[src/rtl/quad_encoder_frontend_pkg.sv]
// Shared constants for the quadrature encoder / pushbutton front end.
// Holds the decode-resolution and press-class encodings, the direction
// codes, and the helper that gives the clockwise successor of an {A,B} state.
package quad_encoder_frontend_pkg;

  typedef enum logic [1:0] {
    MODE_X1 = 2'b00,
    MODE_X2 = 2'b01,
    MODE_X4 = 2'b10
  } mode_e;

  typedef enum logic [1:0] {
    PRESS_NONE   = 2'b00,
    PRESS_SHORT  = 2'b01,
    PRESS_NORMAL = 2'b10,
    PRESS_LONG   = 2'b11
  } press_e;

  localparam logic DIR_CW  = 1'b1;
  localparam logic DIR_CCW = 1'b0;

  // Clockwise order is 00 -> 10 -> 11 -> 01 -> 00.
  function automatic logic [1:0] cw_next(input logic [1:0] s);
    logic [1:0] n;
    case (s)
      2'b00:   n = 2'b10;
      2'b10:   n = 2'b11;
      2'b11:   n = 2'b01;
      default: n = 2'b00;
    endcase
    return n;
  endfunction

endpackage

[src/rtl/quad_encoder_frontend_sync_debounce.sv]
// Purpose: 1-bit synchroniser followed by a stability filter for a board pin.
// Latency: SYNC_STAGES+DEB_CYCLES edges from a stable pin change to dout; no backpressure.
// Ports: clk, rstn (sync, active-low), din (async pin), dout (filtered level).
module sync_debounce #(
  parameter int   SYNC_STAGES = 2,
  parameter int   DEB_CYCLES  = 4,
  parameter logic RESET_VAL   = 1'b0
) (
  input  logic clk,
  input  logic rstn,
  input  logic din,
  output logic dout
);

  localparam int RUN_W = (DEB_CYCLES < 2) ? 1 : $clog2(DEB_CYCLES);
  localparam logic [RUN_W-1:0] RUN_LAST = RUN_W'(DEB_CYCLES - 1);

  logic [SYNC_STAGES-1:0] sync_q, sync_d;
  logic                   filt_q, filt_d;
  logic [RUN_W-1:0]       run_q, run_d;
  logic                   mismatch;

  assign mismatch = sync_q[SYNC_STAGES-1] ^ filt_q;

  // run_q counts consecutive mismatching cycles already seen; the filtered
  // level flips on the edge that closes the DEB_CYCLES-th such cycle.
  always_comb begin
    sync_d = {sync_q[SYNC_STAGES-2:0], din};
    filt_d = filt_q;
    run_d  = '0;
    if (mismatch) begin
      if (run_q == RUN_LAST) begin
        filt_d = sync_q[SYNC_STAGES-1];
      end else begin
        run_d = run_q + 1'b1;
      end
    end
  end

  always_ff @(posedge clk) begin
    if (!rstn) begin
      sync_q <= {SYNC_STAGES{RESET_VAL}};
      filt_q <= RESET_VAL;
      run_q  <= '0;
    end else begin
      sync_q <= sync_d;
      filt_q <= filt_d;
      run_q  <= run_d;
    end
  end

  assign dout = filt_q;

endmodule

[src/rtl/quad_encoder_frontend.sv]
// Purpose: quadrature decoder (x1/x2/x4, wrap or saturate) plus pushbutton press classifier.
// Latency: SYNC_STAGES+DEB_CYCLES+1 edges pin-to-pulse; free-running, no backpressure.
// Ports: a/b/pb pins, mode, clr in; count, step_valid/step_dir, err, press_valid/press_type, pb_held out.
module quad_encoder_frontend
  import quad_encoder_frontend_pkg::*;
#(
  parameter int CNT_W       = 8,
  parameter int SYNC_STAGES = 2,
  parameter int DEB_CYCLES  = 4,
  parameter int PB_CNT_W    = 12,
  parameter int T_SHORT     = 50,
  parameter int T_NORMAL    = 400,
  parameter int T_LONG      = 1200,
  parameter int WRAP        = 1
) (
  input  logic             clk,
  input  logic             rstn,
  input  logic             a,
  input  logic             b,
  input  logic             pb,
  input  logic [1:0]       mode,
  input  logic             clr,
  output logic [CNT_W-1:0] count,
  output logic             step_valid,
  output logic             step_dir,
  output logic             err,
  output logic             press_valid,
  output logic [1:0]       press_type,
  output logic             pb_held
);

  localparam int WARM   = SYNC_STAGES + DEB_CYCLES + 1;
  localparam int WARM_W = $clog2(WARM + 1);
  localparam logic [WARM_W-1:0]   WARM_DONE  = WARM_W'(WARM);
  localparam logic [CNT_W-1:0]    CNT_MAX    = '1;
  localparam logic [PB_CNT_W-1:0] PB_MAX     = '1;
  localparam logic [PB_CNT_W-1:0] T_SHORT_C  = PB_CNT_W'(T_SHORT);
  localparam logic [PB_CNT_W-1:0] T_NORMAL_C = PB_CNT_W'(T_NORMAL);
  localparam logic [PB_CNT_W-1:0] T_LONG_C   = PB_CNT_W'(T_LONG);

  logic a_f, b_f, pb_f;

  sync_debounce #(.SYNC_STAGES(SYNC_STAGES), .DEB_CYCLES(DEB_CYCLES), .RESET_VAL(1'b0))
    u_sync_a  (.clk(clk), .rstn(rstn), .din(a),  .dout(a_f));
  sync_debounce #(.SYNC_STAGES(SYNC_STAGES), .DEB_CYCLES(DEB_CYCLES), .RESET_VAL(1'b0))
    u_sync_b  (.clk(clk), .rstn(rstn), .din(b),  .dout(b_f));
  sync_debounce #(.SYNC_STAGES(SYNC_STAGES), .DEB_CYCLES(DEB_CYCLES), .RESET_VAL(1'b1))
    u_sync_pb (.clk(clk), .rstn(rstn), .din(pb), .dout(pb_f));

  logic [WARM_W-1:0]   warm_q, warm_d;
  logic [1:0]          prev_q, prev_d;
  logic [CNT_W-1:0]    count_q, count_d;
  logic                step_vld_q, step_vld_d;
  logic                step_dir_q, step_dir_d;
  logic                err_q, err_d;
  logic                pb_prev_q, pb_prev_d;
  logic [PB_CNT_W-1:0] pcnt_q, pcnt_d;
  logic                held_q, held_d;
  logic                pv_q, pv_d;
  logic [1:0]          ptype_q, ptype_d;

  logic       armed;
  logic [1:0] cur;
  logic       cw;
  logic       take;

  // Warm-up covers the filter flush after reset so pins already away from
  // their reset level only seed prev_q instead of producing steps.
  assign armed = (warm_q == WARM_DONE);
  assign cur   = {a_f, b_f};

  always_comb begin
    warm_d     = armed ? warm_q : warm_q + 1'b1;
    prev_d     = cur;
    cw         = (cw_next(prev_q) == cur);
    step_vld_d = 1'b0;
    step_dir_d = step_dir_q;
    err_d      = 1'b0;
    count_d    = count_q;

    // Resolution is chosen by which state the transition leaves.
    if (mode == MODE_X1) begin
      take = (prev_q == 2'b00);
    end else if (mode == MODE_X2) begin
      take = (prev_q == 2'b00) || (prev_q == 2'b11);
    end else begin
      take = 1'b1;
    end

    if (armed && (cur != prev_q)) begin
      if ((cur ^ prev_q) == 2'b11) begin
        err_d = 1'b1;
      end else if (take) begin
        step_vld_d = 1'b1;
        step_dir_d = cw ? DIR_CW : DIR_CCW;
        if (cw) begin
          count_d = ((WRAP == 0) && (count_q == CNT_MAX)) ? count_q : count_q + 1'b1;
        end else begin
          count_d = ((WRAP == 0) && (count_q == '0)) ? count_q : count_q - 1'b1;
        end
      end
    end

    // clr wins over the count update but the step is still reported.
    if (clr) begin
      count_d = '0;
    end
  end

  always_comb begin
    pb_prev_d = pb_f;
    pcnt_d    = pcnt_q;
    held_d    = held_q;
    pv_d      = 1'b0;
    ptype_d   = ptype_q;
    if (!pb_prev_q && pb_f) begin
      // Release: classify on the accumulated hold time, then start afresh.
      pcnt_d = '0;
      held_d = 1'b0;
      if (pcnt_q >= T_LONG_C) begin
        pv_d    = 1'b1;
        ptype_d = PRESS_LONG;
      end else if (pcnt_q >= T_NORMAL_C) begin
        pv_d    = 1'b1;
        ptype_d = PRESS_NORMAL;
      end else if (pcnt_q >= T_SHORT_C) begin
        pv_d    = 1'b1;
        ptype_d = PRESS_SHORT;
      end
    end else if (!pb_f && armed) begin
      if (pcnt_q != PB_MAX) begin
        pcnt_d = pcnt_q + 1'b1;
      end
      if (pcnt_d >= T_LONG_C) begin
        held_d = 1'b1;
      end
    end
  end

  always_ff @(posedge clk) begin
    if (!rstn) begin
      warm_q     <= '0;
      prev_q     <= 2'b00;
      count_q    <= '0;
      step_vld_q <= 1'b0;
      step_dir_q <= 1'b0;
      err_q      <= 1'b0;
      pb_prev_q  <= 1'b1;
      pcnt_q     <= '0;
      held_q     <= 1'b0;
      pv_q       <= 1'b0;
      ptype_q    <= 2'b00;
    end else begin
      warm_q     <= warm_d;
      prev_q     <= prev_d;
      count_q    <= count_d;
      step_vld_q <= step_vld_d;
      step_dir_q <= step_dir_d;
      err_q      <= err_d;
      pb_prev_q  <= pb_prev_d;
      pcnt_q     <= pcnt_d;
      held_q     <= held_d;
      pv_q       <= pv_d;
      ptype_q    <= ptype_d;
    end
  end

  assign count       = count_q;
  assign step_valid  = step_vld_q;
  assign step_dir    = step_dir_q;
  assign err         = err_q;
  assign press_valid = pv_q;
  assign press_type  = ptype_q;
  assign pb_held     = held_q;

endmodule

[config.mk]
export PLATFORM = sky130hd
export DESIGN_NAME = quad_encoder_frontend
export DESIGN_NICKNAME = d
export VERILOG_FILES = /design/src/rtl/quad_encoder_frontend_pkg.sv /design/src/rtl/quad_encoder_frontend_sync_debounce.sv /design/src/rtl/quad_encoder_frontend.sv
export SDC_FILE = /design/constraint.sdc
export NUM_CORES = 1
export LEC_CHECK = 0
export ABC_AREA = 1
export ABC_CLOCK_PERIOD_IN_PS = 4200
export CORE_MARGIN = 5
export CORE_UTILIZATION = 35
export DETAILED_ROUTE_END_ITERATION = 8
export DONT_BUFFER_PORTS = 1
export MAX_ROUTING_LAYER = met4
export SLEW_MARGIN = 30
export SYNTH_ARGS = -nofsm -noshare
export SYNTH_HDL_FRONTEND = slang
export SYNTH_SLANG_ARGS = --single-unit
[constraint.sdc]
create_clock -name clk -period 4.2 [get_ports clk]
set_input_delay 0.84 -clock clk [delete_from_list [all_inputs] [get_ports clk]]
set_output_delay 0.84 -clock clk [all_outputs]
set_load 0.03 [all_outputs]
Word level (Yosys, flattened, before mapping)

Index checks and enable logic that the tools add are counted.

Logic and storage cells: 91
Input port bits: 8
Bits in registers: 48
Output and inout bits: 15

Bitwise operators: 10
Equality and inequality tests: 11
Reductions and logical operators: 23
Add/sub/neg operators: 7
Multiplexer cells: 16
Order comparisons: 4

Operators by type and width:

| operator                                              | count |
|---|---|
| two-way mux 12 bit                                    | 3 |
| >= comparator 12 x 11 -> 1 bit, second input constant | 2 |
| AND reduction 2 bit                                   | 7 |
| adder 12 x 1 -> 12 bit, second input constant         | 1 |
| equality test 2 bit, second input constant            | 6 |
| >= comparator 12 x 6 -> 1 bit, second input constant  | 1 |
| >= comparator 12 x 9 -> 1 bit, second input constant  | 1 |
| != test 12 bit, second input constant                 | 1 |
| OR reduction 3 bit                                    | 4 |
| adder 8 x 1 -> 8 bit, second input constant           | 1 |
| two-way mux 1 bit                                     | 8 |
| two-way mux 8 bit                                     | 1 |
| subtractor 8 x 1 -> 8 bit, second input constant      | 1 |
| adder 2 x 1 -> 2 bit, second input constant           | 3 |
| two-way mux 2 bit                                     | 3 |
| inverter 1 bit                                        | 6 |
| case mux 2 bit (3 select lines)                       | 1 |
| logical NOT 2 bit                                     | 2 |
| OR reduction 2 bit                                    | 2 |
| adder 3 x 1 -> 3 bit, second input constant           | 1 |
| equality test 3 bit, second input constant            | 1 |
| logical AND 1 bit                                     | 3 |
| AND reduction 3 bit                                   | 1 |
| nonzero test 3 bit                                    | 1 |
| 7 further kinds                                       | 10 |

Depth between registers and ports, before layout

Depth after elaboration: 6
Mapped depth: 15
Gate-level depth less buffers: 15

Cells and area by module

A second synthesis with hierarchy kept.

Cells, all modules: 346
Area, all modules: 2552.4 sq um

By module, submodules not included:

| module                       | cells an instance | area each (sq um) | times used | sequential area each (sq um) |
|---|---|---|---|---|
| quad_encoder_frontend        | 282               | 2003.2            | 1          | 660.6 |
| sync_debounce (u_sync_a ...) | 22                | 183.9             | 2          | 100.1 |
| sync_debounce (u_sync_pb)    | 20                | 181.4             | 1          | 100.1 |

Worst setup path before layout

OpenSTA, ideal clock, no wires.

Path kind: flip-flop to flip-flop
From: reg prev_q[0]
To: reg count_q[7] (netlist: count[7])
Setup time: 0.115 ns
Data required time: 4.085 ns
Period minus slack after synthesis: 2.544 ns
Slack: 1.656 ns
Cell stages (with the launch flop): 15
Data arrival time: 2.430 ns
Path buffers: 0
Cell sequence: dfxtp_1 -> inv_1 -> ha_1 -> nor2_1 -> nor2_1 -> xor2_1 -> or2_1 -> ha_1 -> a21oi_1 -> nand2_1 -> nand2_1 -> o211ai_1 -> or2_1 -> a31oi_4 -> nor2_1

Longest elaborated chain between the ends: 5
Elaborated cells on any way between the ends: 15
Those cells by class: eq/ne (5); mux (4); bitwise (2); reduce/logical (4)

RTL lines:

| element                                                                   | line                         | RTL |
|---|---|---|
| start: declaration                                                        | quad_encoder_frontend.sv:51  | `logic [1:0] prev_q, prev_d;` |
| start signal: assignment                                                  | quad_encoder_frontend.sv:155 | `prev_q <= prev_d;` |
| parallel branches: the longest is 5 deep, another holds two-way mux 8 bit | --                           |  |
| end signal: assignment                                                    | quad_encoder_frontend.sv:156 | `count_q <= count_d;` |
| end: declaration                                                          | quad_encoder_frontend.sv:52  | `logic [CNT_W-1:0] count_q, count_d;` |

Parallel ways; which one is timed is not known.
A chain may end at the register's enable or synchronous reset.

Final worst setup path

Ends and elaborated chain as after synthesis.

==> metrics.csv <==
metric;value;unit
P_leak;1.15;nW
xor/xnor share of the synthesized area;4.20;%
post-synthesis sequential area ratio;38.4;%
CTS sink cnt;48;
placed cell count;416;
RSZ-0062 raised after global routing;false;
vias in the first global route;1919;
crit path from;prev_q[0];
source of the worst register-to-register timing path;prev_q[0];
clock latency on the worst-skew pair;300;ps
hold path cells;2;
Via density;4.80;
Rows;30;
clock slew at reported path FFs;90;ps
Synth Area in Compound Gates;15.6;%
GR Util All Layers;12.4;%
post-synthesis simple-gate area fraction;24.6;%
DRT iter0 DRCs;86;
antenna viol nets, final;0;
worst slew pin tran;519;ps
total routed wirelength;4.90;mm
GRT overflow;0;
drt first pass iters;4;
critical path capture point type;flip-flop;
CP Max Fanout;10;
Startpoint Class;flip-flop;
Net count, final;353;
core area;6870;sq um
Die Span Y;94.5;um
final setup margin;1420;ps
Fin Setup TNS;0;ps
Setup violations, final;0;
Clock Tree Buf Depth;2;
Max Clock Freq;360;MHz
post-detail-place hpwl;3.73;mm
adder-cell share of the synthesized area;9.30;%
Yosys cell types;39;
number of port buffers;0;
largest family of logic cells by synthesized area;simple AND/OR/NAND/NOR gates;
critical path arrival;3030;ps
syn_area_per_cell;7.72;sq um
# diodes;0;
layout cell share with drive strength beyond 1;8.26;%
Syn. warnings;0;
status;finished, final reports clean;
pwr dens;319;nW/um^2
reg2reg path depth;15;
hold_sp;u_sync_b.sync_q[0];
Final Max Tran Viols;0;
first-pass GRT wire length;8.62;mm
Syn Inst Count;324;
# H-tree levels;2;
wire per inst;11.6;um
Required @ worst endpoint;4450;ps
Min-Delay Path Class;reg -> reg;
IO Pins;23;
Max-slew headroom;65.3;%
die width;94.5;um
post-CTS setup buffer count;0;
r2r setup slk;1420;ps
TritonCTS clock tree;built;
# hold bufs at CTS;0;
endpoints failing hold;0;
#FFs+latches synth;48;
worst slack, placed;1430;ps
Post-Syn Nets;350;
post-CTS sizing;0;
Clock Skews;6.94;ps
Post-route DRC;0;
initial antenna violation count;0;
largest net degree at the start of global routing;18;
root buffer cell;clkbuf_8;
crit path kind;reg -> reg;
multiplexer share of the synthesized area;0;%
VDD IR max;146;uV
DR vias;2032;
Layout area overhead;8.95;%
Initial Util;36.4;%
final core occ;39.7;%
Layout Cells excl Fill;423;
max-cap violations;0;
Mapped Area;2500;sq um
Final min period;2780;ps
CTS Buf Count;5;
GP Congestion;0.878;
period utilisation layout;66.2;%
Die ar.;8940;sq um
-- critical path: stages (launching register included) --
cell	delay (ps)
dfxtp_1	410
inv_1	90
ha_1	210
nor2_1	100
nor2_1	50
xor2_1	120
or2_1	350
ha_1	400
a21oi_1	200
nand2_1	110
nand2_1	70
o211ai_1	90
or2_1	290
nand4_1	80
nand2_1	50
nor2_1	100
-- synth_stat cells, drive strengths merged --
master / count / area [sq um]
nand3: 11 / 65.1
o221ai: 1 / 8.76
or2: 5 / 33.8
nor2: 48 / 203
fa: 1 / 20.0
o211ai: 6 / 45.0
clkinv: 1 / 3.75
inv: 42 / 160
a31oi: 3 / 33.8
xnor2: 6 / 52.6
nor3: 4 / 20.0
xor2: 6 / 52.6
clkbuf: 1 / 3.75
a21oi: 31 / 159
dfxtp: 48 / 961
nand4: 8 / 65.1
nor3b: 2 / 15.0
nand3b: 1 / 11.3
a41oi: 1 / 8.76
buf: 4 / 28.8
o21ai: 27 / 135
nand2: 49 / 196
nor4: 1 / 6.26
ha: 17 / 213
-- cell type report --
| type | instances | area, sq um |
|---|---|---|
| fillers | 716 | 4140 |
| clock inverters | 2 | 60.1 |
| flip-flops and latches | 48 | 961 |
| well taps | 96 | 120 |
| clock buffers | 5 | 68.8 |
| repair buffers | 1 | 7.51 |
| inverters | 43 | 164 |
| multi-input cells | 228 | 1340 |
-- metal layers --
layer / wire [um] / global-route usage (%) / vias to the layer above
met4: 125 / 5.89 / 0
met2: 2200 / 18.7 / 38
li1: - / - / 1070
met3: 244 / 3.35 / 9
met1: 2330 / 15.4 / 915
met5: 0 / - / -
-- where the power goes --
group	switching (mW)	internal [mW]	total, mW
logic	0.00998	0.00574	0.0157
clock network	0.155	0.234	0.390
registers	0.00316	0.461	0.464
-- cell families after synthesis --
| kind of cell | count (synthesis) |
|---|---|
| AND/OR/NAND/NOR | 129 |
| AO/OA/AOI/OAI | 69 |
| buffers and inverters | 48 |
| flip-flops | 48 |
| XOR/XNOR | 12 |
| adder cells (fa/ha/maj) | 18 |
-- path summary, 6_finish.rpt --
check,to
max,count[7]
min,u_sync_b.sync_q[1]
max reg2reg,count[7]
min reg2reg,u_sync_b.sync_q[1]
-- flip-flops by register name, indices dropped and copies added (netlist names) --
name and cells:
pcnt_q 12, count 8, warm_q 3, press_type 2, prev_q 2, u_sync_a.run_q 2, u_sync_a.sync_q 2, u_sync_b.run_q 2
u_sync_b.sync_q 2, u_sync_pb.run_q 2, u_sync_pb.sync_q 2, err 1, pb_held 1, pb_prev_q 1, press_valid 1, step_dir 1
step_valid 1, u_sync_a.dout 1, u_sync_b.dout 1, u_sync_pb.dout 1
-- per-stage QoR --
step / total power, mW / instance area (sq um) / hold WS (ps)
6_report: 0.870 / 2730 / 416
5_1_grt: 0.907 / 2730 / 435
4_1_cts: 0.885 / 2730 / 416
3_5_place_dp: 0.491 / 2600 / 395
3_3_place_gp: 0.490 / 2600 / 392
2_1_floorplan: 0.489 / 2500 / 390
-- layout by cell type (no fill, tap or decap), drive strengths merged, types with 4 or more instances in the layout --
master / count
nand2: 49
dfxtp: 48
nor2: 48
inv: 42
a21oi: 31
o21ai: 27
ha: 17
nand3: 11
nand4: 8
xnor2: 6
xor2: 6
o211ai: 6
clkbuf: 5
or2: 5
nor3: 4
Power figures use the tool's default switching activity.
